## config.mk

```make
export PLATFORM = sky130hd
export DESIGN_NAME = rr_arbiter_16
export DESIGN_NICKNAME = d
export VERILOG_FILES = /design/src/rtl/rr_arbiter_16.sv
export SDC_FILE = /design/constraint.sdc
export NUM_CORES = 1
export LEC_CHECK = 0
export CAP_MARGIN = 0
export CELL_PAD_IN_SITES_DETAIL_PLACEMENT = 1
export CELL_PAD_IN_SITES_GLOBAL_PLACEMENT = 1
export CORE_UTILIZATION = 40
export CTS_CLUSTER_SIZE = 24
export DETAILED_ROUTE_END_ITERATION = 16
export MAX_ROUTING_LAYER = met4
export PLACE_DENSITY = 0.73
export SLEW_MARGIN = 20
export SYNTH_ARGS = -nofsm -noshare
export SYNTH_HDL_FRONTEND = slang
export SYNTH_SLANG_ARGS = --single-unit
```

## constraint.sdc

```tcl
create_clock -name clk -period 5.05 [get_ports clk]
set_clock_uncertainty 0.05 [all_clocks]
set_input_delay 1.01 -clock clk [delete_from_list [all_inputs] [get_ports clk]]
set_output_delay 1.01 -clock clk [all_outputs]
set_load 0.05 [all_outputs]
```

## src/rtl/rr_arbiter_16.sv

```systemverilog
// rtl/rr_arbiter_16.sv - 16-way round-robin arbiter with registered index and one-hot grant
// Optional hold limit enabled by defining HOLD_TIMEOUT_EN (parameter MAX_HOLD).
module rr_arbiter_16 #(
   parameter int N_REQ = 16,
   parameter int IDX_W = 4
`ifdef HOLD_TIMEOUT_EN
   , parameter int MAX_HOLD = 8
`endif
) (
   input  logic             clk,
   input  logic             rst_n,
   input  logic [N_REQ-1:0] req,
   output logic             gnt_vld,
   output logic [IDX_W-1:0] gnt_idx,
   output logic [N_REQ-1:0] gnt_onehot,
   output logic             timeout
);

   typedef enum logic {S_IDLE, S_GRANT} state_t;

   state_t             state_q, state_d;
   logic               vld_q, vld_d;
   logic [IDX_W-1:0]   idx_q, idx_d;
   logic [IDX_W-1:0]   last_q, last_d;
   logic [N_REQ-1:0]   onehot_q, onehot_d;
   logic [IDX_W-1:0]   sel;
   logic [IDX_W-1:0]   cand;
`ifdef HOLD_TIMEOUT_EN
   logic [7:0]         hold_q, hold_d;
   logic               timeout_q, timeout_d;
`endif

   // Walk from the farthest candidate back to last+1 so the nearest set bit wins.
   always_comb begin
      sel  = last_q;
      cand = last_q;
      for (int i = N_REQ; i >= 1; i--) begin
         cand = last_q + IDX_W'(i);
         if (req[cand]) sel = cand;
      end
   end

   always_comb begin
      state_d  = state_q;
      vld_d    = vld_q;
      idx_d    = idx_q;
      last_d   = last_q;
      onehot_d = onehot_q;
`ifdef HOLD_TIMEOUT_EN
      hold_d    = hold_q;
      timeout_d = 1'b0;
`endif
      case (state_q)
         S_IDLE: begin
            if (|req) begin
               state_d  = S_GRANT;
               vld_d    = 1'b1;
               idx_d    = sel;
               last_d   = sel;
               onehot_d = N_REQ'(1) << sel;
`ifdef HOLD_TIMEOUT_EN
               hold_d   = 8'd0;
`endif
            end
         end
         S_GRANT: begin
            // A release on the expiry edge takes precedence, so no timeout pulse then.
            if (!req[idx_q]) begin
               state_d  = S_IDLE;
               vld_d    = 1'b0;
               onehot_d = '0;
            end
`ifdef HOLD_TIMEOUT_EN
            else if (hold_q == 8'(MAX_HOLD - 1)) begin
               state_d   = S_IDLE;
               vld_d     = 1'b0;
               onehot_d  = '0;
               timeout_d = 1'b1;
            end else begin
               hold_d = hold_q + 8'd1;
            end
`endif
         end
         default: begin
            state_d  = S_IDLE;
            vld_d    = 1'b0;
            onehot_d = '0;
         end
      endcase
   end

   always_ff @(posedge clk or negedge rst_n) begin
      if (!rst_n) begin
         state_q  <= S_IDLE;
         vld_q    <= 1'b0;
         idx_q    <= '0;
         last_q   <= '1;
         onehot_q <= '0;
      end else begin
         state_q  <= state_d;
         vld_q    <= vld_d;
         idx_q    <= idx_d;
         last_q   <= last_d;
         onehot_q <= onehot_d;
      end
   end

`ifdef HOLD_TIMEOUT_EN
   always_ff @(posedge clk or negedge rst_n) begin
      if (!rst_n) begin
         hold_q    <= 8'd0;
         timeout_q <= 1'b0;
      end else begin
         hold_q    <= hold_d;
         timeout_q <= timeout_d;
      end
   end

   assign timeout = timeout_q;
`else
   assign timeout = 1'b0;
`endif

   assign gnt_vld    = vld_q;
   assign gnt_idx    = idx_q;
   assign gnt_onehot = onehot_q;

endmodule
```

==> metrics.md, run 1 <==
| Metric | Value |
|---|---|
| Status | `finished clean` |
| Num Clock Sinks | `26` |
| Share of cells above drive strength 1 | `0.226` |
| Final hold viol count | `0` |
| ANT nets after route | `0` |
| Sequential area share after synthesis | `0.193` |
| First-pass GRT wire length | `17,200 microns` |
| Max_cap viols | `0` |
| Count leader, synth | `nand2_1` |
| Worst flop-to-flop path startpoint | `last_q[0]` |
| Top Ports | `40` |
| RSZ-0062 raised after global routing | `no` |
| Post-synth top flop | `dfrtp_1` |
| HP Start | `gnt_onehot[9]` |
| WHS Endpoint | `gnt_onehot[9]` |
| Die extent in x | `94.3 microns` |
| CP required | `5.16 ns` |
| DRT Pass-1 Iters | `4` |
| Starting DRT DRC Count | `219` |
| Largest family of logic cells by synthesized area | `multiplexers` |
| Post-synth net total | `357` |
| Worst-path maximum fanout | `7` |
| Clock root cell | `clkbuf_8` |
| Post-synth EDFFs | `0` |
| R2R depth | `12` |
| Distinct cells, synth | `75` |
| CP Class | `in2reg` |
| Hold path depth | `1` |
| Postcts setup bufs | `0` |
| Final worst-path cycle share | `0.861` |
| Max Freq | `230 MHz` |
| Clock Pin Slew Worst Setup and Hold Paths | `0.08 ns` |
| Worst Path Arrival | `4.46 ns` |
| DP HPWL | `8260 microns` |
| Pin slew with the least headroom to its limit | `0.836 ns` |
| Avg WL per Cell | `22.1 microns` |
| Synth cell count leaders | `29 x nand2_1, 28 x mux4_2, 22 x dfrtp_1` |
| Fin crit period | `4.35 ns` |
| Synth Area in Compound Gates | `0.219` |
| # resized after CTS | `0` |
| Chip Height | `94.3 microns` |
| Clock latency on the worst-skew pair | `0.27 ns` |
| Vias/cell | `6.52` |
| Final setup vio count | `0` |
| Async S/R FF share, synth | `1.00` |
| GRT Total Usage | `0.261` |
| Seq cells post-synth | `26` |
| Grt total ovfl | `0` |
| Initial Util | `0.414` |
| PortBufs | `38` |
| Synth Area per Inst | `10.3 sq um` |
| Clock H-tree levels | `1` |
| Vias in the first global route | `3,168` |
| Largest area contributor in the netlist | `mux4_2` |
| Hold Path Class | `reg2reg` |
| Drt total wl | `10,500 microns` |
| Yosys warns | `0` |
| Cells after synthesis | `332` |
| Final setup TNS | `0 ns` |
| CP endpoint kind | `flop` |
| Largest net degree at the start of global routing | `31` |
| Relative slew slack | `0.442` |
| Final nets | `394` |
| Antenna violations before repair | `0` |
| Post-synthesis mux area share | `0.338` |
| Via count | `3,084` |
| R2R Setup Slk | `0.85 ns` |
| Clock tree buffer depth | `2` |
| Reg2reg end | `gnt_onehot[1]` |
| Hold_buf cts | `0` |
| Area share of fa/ha/maj cells after synthesis | `0.0257` |
| Row cnt | `33` |
| Layout area overhead | `16.2%` |
| Core Region | `8220 sq um` |
| DR DRC count | `0` |
| Antenna cells | `0` |
| Synth top area cells | `mux4_2 19%, dfrtp_1 16%, mux2i_1 5.9%` |
| Xor-xnor portion of the synthesized cell area | `0.0408` |
| Die ar. | `8880 sq um` |
| Slew Viols, Final | `0` |
| Yosys top cell area share | `0.185` |
| Synth Cell Area | `3400 sq um` |
| Routability-driven placement congestion ratio | `0.987` |
| Total CTS buffers | `3` |
| CTS tree | `done` |
| Post-synthesis simple-gate area fraction | `0.136` |
| Startpoint Class | `primary input` |
-- cell type report --
type	count	area, sq um
clock buffer	4	55.1
sequential	26	656
inverter	10	37.5
fill	901	4260
timing repair buffer	52	485
multi-input combinational	276	2590
tap	105	131
-- metal layers --
layer / routed length, microns / global-route usage / vias to the layer above
met5: 0 / - / -
met4: 187 / 0.0551 / 0
met3: 456 / 0.0178 / 14
met2: 5330 / 0.434 / 89
met1: 4490 / 0.351 / 1578
li1: - / - / 1403
-- worst max-delay path, cell delays in order --
cell and delay (ns):
clkdlybuf4s50_1 0.54, mux4_1 0.70, mux2i_2 0.48, mux2i_4 0.19, a21oi_2 0.12, nor4b_2 0.22
or4b_4 0.54, a21oi_2 0.27, nor2_2 0.10, a32o_1 0.27
-- cells by family (layout without fill, tap and decap cells) --
family | count (synthesis) | count (layout)
muxes | 68 | 68
AOI/OAI and AO/OA | 96 | 96
other | 1 | 1
and+or+nand+nor | 89 | 89
buffers and inverters | 30 | 66
DFF | 26 | 26
adders and majority gates | 7 | 7
xor gates and xnor gates | 15 | 15
-- per-stage QoR --
| step | hold WS [ns] | utilization | instances | setup WS (ns) | cell area, sq um |
|---|---|---|---|---|---|
| floorplan | 0.437 | - | 332 | 0.902 | 3400 |
| global placement | 0.425 | 0.475 | 469 | 0.557 | 3900 |
| detailed placement | 0.433 | 0.475 | 469 | 0.471 | 3900 |
| CTS | 0.454 | 0.481 | 473 | 0.734 | 3960 |
| global route | 0.473 | 0.481 | 473 | 0.541 | 3960 |
| finish | 0.451 | 0.481 | 473 | 0.702 | 3960 |
-- cell usage in the layout, fill, tap and decap left out, types with 5 or more instances in the layout --
master	instances
a211oi_1	7
a21oi_1	16
a32o_1	10
buf_4	14
clkdlybuf4s50_1	38
dfrtp_1	22
ha_1	7
inv_1	6
mux2_2	11
mux2i_1	20
mux4_1	5
mux4_2	28
nand2_1	29
nor2_1	14
nor2b_1	6
nor3_1	7
nor4_1	5
o211ai_1	6
o21ai_0	8
xnor2_1	11
-- worst max path at each step --
stage                     cells after the start              to  slack [ns]       from
after floorplan                              14  gnt_onehot[12]        0.90  last_q[1]
after global placement                       10   gnt_onehot[9]        0.56     req[2]
after detailed placement                     10   gnt_onehot[8]        0.47    req[10]
after CTS                                    10   gnt_onehot[8]        0.73    req[10]
after global routing                         10   gnt_onehot[3]        0.54     req[4]
final                                        10   gnt_onehot[1]        0.70     req[2]
-- state kept, by name (all words and copies together), names as in the netlist --
name / count
state_q: 1
gnt_vld: 1
last_q: 4
gnt_onehot: 16
gnt_idx: 4
Power of run 1 is left out: the tool's default activity adds up to more than one toggle a clock period on the data nets, which glitch-free logic cannot reach.
==> run 2, diff against run 1 <==
Settings changed: CELL_PAD_IN_SITES_DETAIL_PLACEMENT 1 to not set, CELL_PAD_IN_SITES_GLOBAL_PLACEMENT 1 to not set, PLACE_DENSITY 0.73 to 0.59.
==> metrics.md, run 2 (synthesis gave the netlist of run 1 again) <==
| Metric | Value |
|---|---|
| Row cnt | `33 (unchanged)` |
| Final setup TNS | `0 ns (unchanged)` |
| Antenna violations before repair | `0 (unchanged)` |
| R2R Setup Slk | `0.86 ns (about the same)` |
| Clock Pin Slew Worst Setup and Hold Paths | `0.08 ns (about the same)` |
| CTS tree | `done` |
| Chip Height | `94.3 microns (unchanged)` |
| Relative slew slack | `0.425 (-0.0165)` |
| Max reg flops | `16 (unchanged)` |
| RSZ-0062 raised after global routing | `no` |
| Pin slew with the least headroom to its limit | `0.860 ns (+0.0247 ns)` |
| Clock tree buffer depth | `2 (unchanged)` |
| Fill count | `745 (-17%)` |
| Final worst-path cycle share | `0.851 (-0.0100)` |
| DR DRC count | `0 (unchanged)` |
| Clock root cell | `clkbuf_8` |
| GRT Total Usage | `0.240 (-0.0212)` |
| Met1 WL | `4230 microns (-5.7%)` |
| Clock H-tree levels | `1 (unchanged)` |
| Die ar. | `8880 sq um (unchanged)` |
| Critical path's slowest cell | `mux4_1` |
| Vias in the first global route | `3,018 (-4.7%)` |
| ANT nets after route | `0 (unchanged)` |
| Commonest non-fill, non-tap cell in the layout | `clkdlybuf4s50_1` |
| Num Clock Sinks | `26 (unchanged)` |
| Share of cells above drive strength 1 | `0.219 (-0.00637)` |
| # resized after CTS | `0 (unchanged)` |
| Starting DRT DRC Count | `312 (+42%)` |
| PortBufs | `38 (unchanged)` |
| CP peak stage delay | `0.74 ns (+0.04 ns)` |
| HP Start | `gnt_onehot[14]` |
| Die extent in x | `94.3 microns (unchanged)` |
| DRT Pass-1 Iters | `4 (unchanged)` |
| Reg2reg end | `gnt_onehot[9]` |
| Layout area overhead | `15.5%` |
| Hold Path Class | `reg2reg` |
| Antenna cells | `0 (unchanged)` |
| Drt total wl | `9750 microns (-6.8%)` |
| Max Freq | `233 MHz (+1.2%)` |
| Final nets | `391 (-0.76%)` |
| Final hold viol count | `0 (unchanged)` |
| Max_cap viols | `0 (unchanged)` |
| Finished layout cell area | `3930 sq um (-0.57%)` |
| CP required | `5.16 ns (about the same)` |
| Slew Viols, Final | `0 (unchanged)` |
| Top Ports | `40 (unchanged)` |
| Fin crit period | `4.30 ns (-0.0506 ns)` |
| Initial Util | `0.414 (unchanged)` |
| Status | `finished clean` |
| CP endpoint kind | `flop` |
| Total CTS buffers | `3 (unchanged)` |
| Grt total ovfl | `0 (unchanged)` |
| Top sig layer | `met4` |
| Via count | `3,140 (+1.8%)` |
| Hold path depth | `2 (+1)` |
| Postcts setup bufs | `0 (unchanged)` |
| Worst Path Arrival | `4.41 ns (-0.05 ns)` |
| Routability-driven placement congestion ratio | `0.949 (-3.9%)` |
| R2R depth | `10 (-2)` |
| Clock latency on the worst-skew pair | `0.27 ns (about the same)` |
| Largest net degree at the start of global routing | `31 (unchanged)` |
| First-pass GRT wire length | `16,100 microns (-6.4%)` |
| Hold_buf cts | `0 (unchanged)` |
| Avg WL per Cell | `20.7 microns (-6.2%)` |
| WHS Endpoint | `gnt_onehot[14]` |
| Vias/cell | `6.68 (+2.5%)` |
| Startpoint Class | `primary input` |
| CP Class | `in2reg` |
| Met2 Wirelength | `4610 microns (-13%)` |
| Final setup vio count | `0 (unchanged)` |
| Most frequent cells in the layout | `38 x clkdlybuf4s50_1, 29 x nand2_1, 28 x mux4_2` |
| Core Region | `8220 sq um (unchanged)` |
| Worst flop-to-flop path startpoint | `last_q[1]` |
| DP HPWL | `7480 microns (-9.5%)` |
| Metal3 WL | `554 microns (+21%)` |
| Worst Hold Margin | `0.441 ns (-0.00972 ns)` |
| Worst-path maximum fanout | `9 (+2)` |
| Cell Chain, Critical Path | `clkdlybuf4s50_1, mux4_1, mux2_2, mux2i_1, or2_1, o21ai_0, nor4_2, a21o_1, nor2_2, a32o_2` |
| Placed cell areas | `3880 sq um (-0.58%)` |
-- run 2: cell type report --
cell class	count	area, sq um	area share
Tap cell	105	131	0.0334
Timing Repair Buffer	49	463	0.118
Multi-Input combinational cell	276	2590	0.659
Clock buffer	4	55.1	0.0140
Sequential cell	26	656	0.167
Inverter	10	37.5	0.00955
-- run 2: worst max path at each step --
| stage | from | end | slack (ns) | cells past startpoint |
|---|---|---|---|---|
| after floorplan | last_q[1] | gnt_onehot[12] | 0.90 | 14 |
| after global routing | req[4] | gnt_onehot[6] | 0.59 | 10 |
| after detailed placement | req[7] | gnt_onehot[6] | 0.51 | 10 |
| after global placement | req[7] | gnt_onehot[13] | 0.56 | 8 |
| after CTS | req[7] | gnt_onehot[6] | 0.80 | 10 |
| final | req[7] | gnt_onehot[3] | 0.75 | 10 |
-- run 2: critical path: cells and delay by family --
family	cells	cell delay, ns
muxes	3	1.47
AOI/OAI and AO/OA	3	0.64
buffers and inverters	1	0.54
and+or+nand+nor	3	0.73
-- run 2: stage by stage --
stage,setup slack (ns),cells,util
3_3_place_gp,0.563,466,0.472
6_report,0.752,470,0.479
2_1_floorplan,0.902,332,-
4_1_cts,0.799,470,0.479
3_5_place_dp,0.509,466,0.472
5_1_grt,0.585,470,0.479
-- run 2: metal layers --
metal	track usage	up-vias
met5	-	-
met4	0.0808	0
met3	0.0259	30
met2	0.367	151
met1	0.331	1563
li1	-	1396
Power of run 2 is left out for the same reason.
==> run 3, diff against run 2 <==
Settings changed: ABC_AREA set to 0, CORE_MARGIN set to 2.
==> metrics.md, run 3 (synthesis gave the netlist of run 1 again) <==
| Metric | Value |
|---|---|
| Clock H-tree levels | `1 (unchanged)` |
| CP required | `5.17 ns (about the same)` |
| Finished layout cell area | `3930 sq um (about the same)` |
| Hold path depth | `1 (-1)` |
| Share of cells above drive strength 1 | `0.215 (-0.00430)` |
| Hold_buf cts | `0 (unchanged)` |
| Placed cell areas | `3860 sq um (-0.39%)` |
| Fin crit period | `4.38 ns (+0.0868 ns)` |
| Final nets | `389 (-0.51%)` |
| Worst path buffer plus inverter count | `1 (unchanged)` |
| Commonest non-fill, non-tap cell in the layout | `clkdlybuf4s50_1` |
| Num Clock Sinks | `26 (unchanged)` |
| R2R depth | `11 (+1)` |
| Routability-driven placement congestion ratio | `0.975 (+2.8%)` |
| Worst flop-to-flop path startpoint | `last_q[1]` |
| Cell Chain, Critical Path | `clkdlybuf4s50_1, mux4_1, mux2_2, mux2i_1, or2_1, o21ai_0, nor4_2, a21o_1, nor2_2, a32o_2` |
| Worst Setup SP | `req[7]` |
| Final setup TNS | `0 ns (unchanged)` |
| Relative slew slack | `0.409 (-0.0160)` |
| Largest net degree at the start of global routing | `31 (unchanged)` |
| Clock latency on the worst-skew pair | `0.27 ns (about the same)` |
| Drt total wl | `9890 microns (+1.5%)` |
| CP top delay family | `multiplexers` |
| Final hold viol count | `0 (unchanged)` |
| Final setup vio count | `0 (unchanged)` |
| Total CTS buffers | `3 (unchanged)` |
| Die ar. | `9270 sq um (+4.3%)` |
| Initial Util | `0.414 (unchanged)` |
| Slew Viols, Final | `0 (unchanged)` |
| PortBufs | `38 (unchanged)` |
| CTS tree | `done` |
| HP Start | `gnt_onehot[11]` |
| Reg2reg end | `gnt_onehot[8]` |
| Clock root cell | `clkbuf_8` |
| Routing usage on met2 | `0.377 (+0.0102)` |
| RSZ-0062 raised after global routing | `no` |
| Starting DRT DRC Count | `217 (-30%)` |
| Met3 Usage GRT | `0.0219 (-0.00396)` |
| Layout area overhead | `15.5% (about the same)` |
| Max_cap viols | `0 (unchanged)` |
| CP Class | `in2reg` |
| PnR worst setup slack | `0.665 ns (-0.0868 ns)` |
| Pre-CTS setup slack | `0.404 ns (-0.105 ns)` |
| Avg WL per Cell | `21.1 microns (+1.9%)` |
| Grt total ovfl | `0 (unchanged)` |
| Max reg flops | `16 (unchanged)` |
| Hold Path Class | `reg2reg` |
| Critical path's slowest cell | `mux4_1` |
| First-pass GRT wire length | `16,300 microns (+1.2%)` |
| DRT Pass-1 Iters | `5 (+1)` |
| Row cnt | `33 (unchanged)` |
| Most frequent cells in the layout | `38 x clkdlybuf4s50_1, 29 x nand2_1, 28 x mux4_2` |
| Startpoint Class | `primary input` |
| Worst-path maximum fanout | `9 (unchanged)` |
| GRT Total Usage | `0.234 (-0.00552)` |
| Worst Path Arrival | `4.51 ns (+0.10 ns)` |
| Core Region | `8220 sq um (unchanged)` |
| Fill count | `759 (+1.9%)` |
| Vias/cell | `6.43 (-3.7%)` |
| Post-Layout Cell Count | `468 (-0.43%)` |
| Antenna violations before repair | `0 (unchanged)` |
| Antenna cells | `0 (unchanged)` |
| # placed instances | `464 (-0.43%)` |
| # resized after CTS | `0 (unchanged)` |
| DR DRC count | `0 (unchanged)` |
| WHS Endpoint | `gnt_onehot[11]` |
| Die extent in x | `96.3 microns (+2.1%)` |
| Pin slew with the least headroom to its limit | `0.884 ns (+0.0240 ns)` |
| Status | `finished clean` |
| Final worst-path cycle share | `0.868 (+0.0172)` |
| ANT nets after route | `0 (unchanged)` |
| Postcts setup bufs | `0 (unchanged)` |
| Top Ports | `40 (unchanged)` |
| Max Freq | `228 MHz (-2.0%)` |
| R2R Setup Slk | `0.80 ns (-0.06 ns)` |
| DP HPWL | `7600 microns (+1.6%)` |
| Vias in the first global route | `3,053 (+1.2%)` |
| Chip Height | `96.3 microns (+2.1%)` |
| CP peak stage delay | `0.77 ns (+0.03 ns)` |
| Most used routing layer | `met2` |
| Via count | `3,010 (-4.1%)` |
| CP endpoint kind | `flop` |
| Clock Pin Slew Worst Setup and Hold Paths | `0.10 ns (+0.02 ns)` |
| Clock tree buffer depth | `2 (unchanged)` |
| GR Util met1 | `0.327 (-0.00421)` |
[run 3: cell count changes in the layout (fill, tap and decap cells not counted), sizes merged]
cell and delta:
buf -2, bufinv +1, clkbuf -1
[run 3: final cells by class]
class                      count  area [sq um]  area share
sequential                    26           656       0.167
inverter                      10          37.5     0.00954
clock buffer                   3          41.3      0.0105
tap                          105           131      0.0334
multi-input combinational    276          2590       0.658
clock inverter                 1          30.0     0.00763
timing repair buffer          47           448       0.114
[run 3: worst register-to-register path, stage by stage, from the launching register on]
cell and delay, ns:
dfstp_2 0.68, buf_4 0.32, ha_1 0.39, nand2_1 0.16, xnor2_1 0.39, mux4_2 0.68
a21oi_2 0.17, nor4b_2 0.19, or4b_4 0.55, a21oi_2 0.21, nor2_2 0.09, a32o_1 0.27
[run 3: worst max path at each step]
stage	slack, ns	end	depth (start not counted)
after floorplan	0.90	gnt_onehot[12]	14
after global placement	0.47	gnt_onehot[6]	10
after detailed placement	0.40	gnt_onehot[2]	10
after CTS	0.70	gnt_onehot[2]	10
after global routing	0.45	gnt_onehot[6]	10
final	0.67	gnt_onehot[2]	10
[run 3: routing by layer]
layer	vias to the layer above	share of wire
met5	-	0
met4	0	0.015
met3	10	0.041
met2	91	0.49
met1	1515	0.46
li1	1394	-
[run 3: metrics by stage]
step	util	hold slack, ns
after global placement	0.470	0.423
after CTS	0.479	0.455
after global routing	0.479	0.475
after floorplan	-	0.437
final	0.479	0.453
after detailed placement	0.470	0.435
Power of run 3 is left out for the same reason.
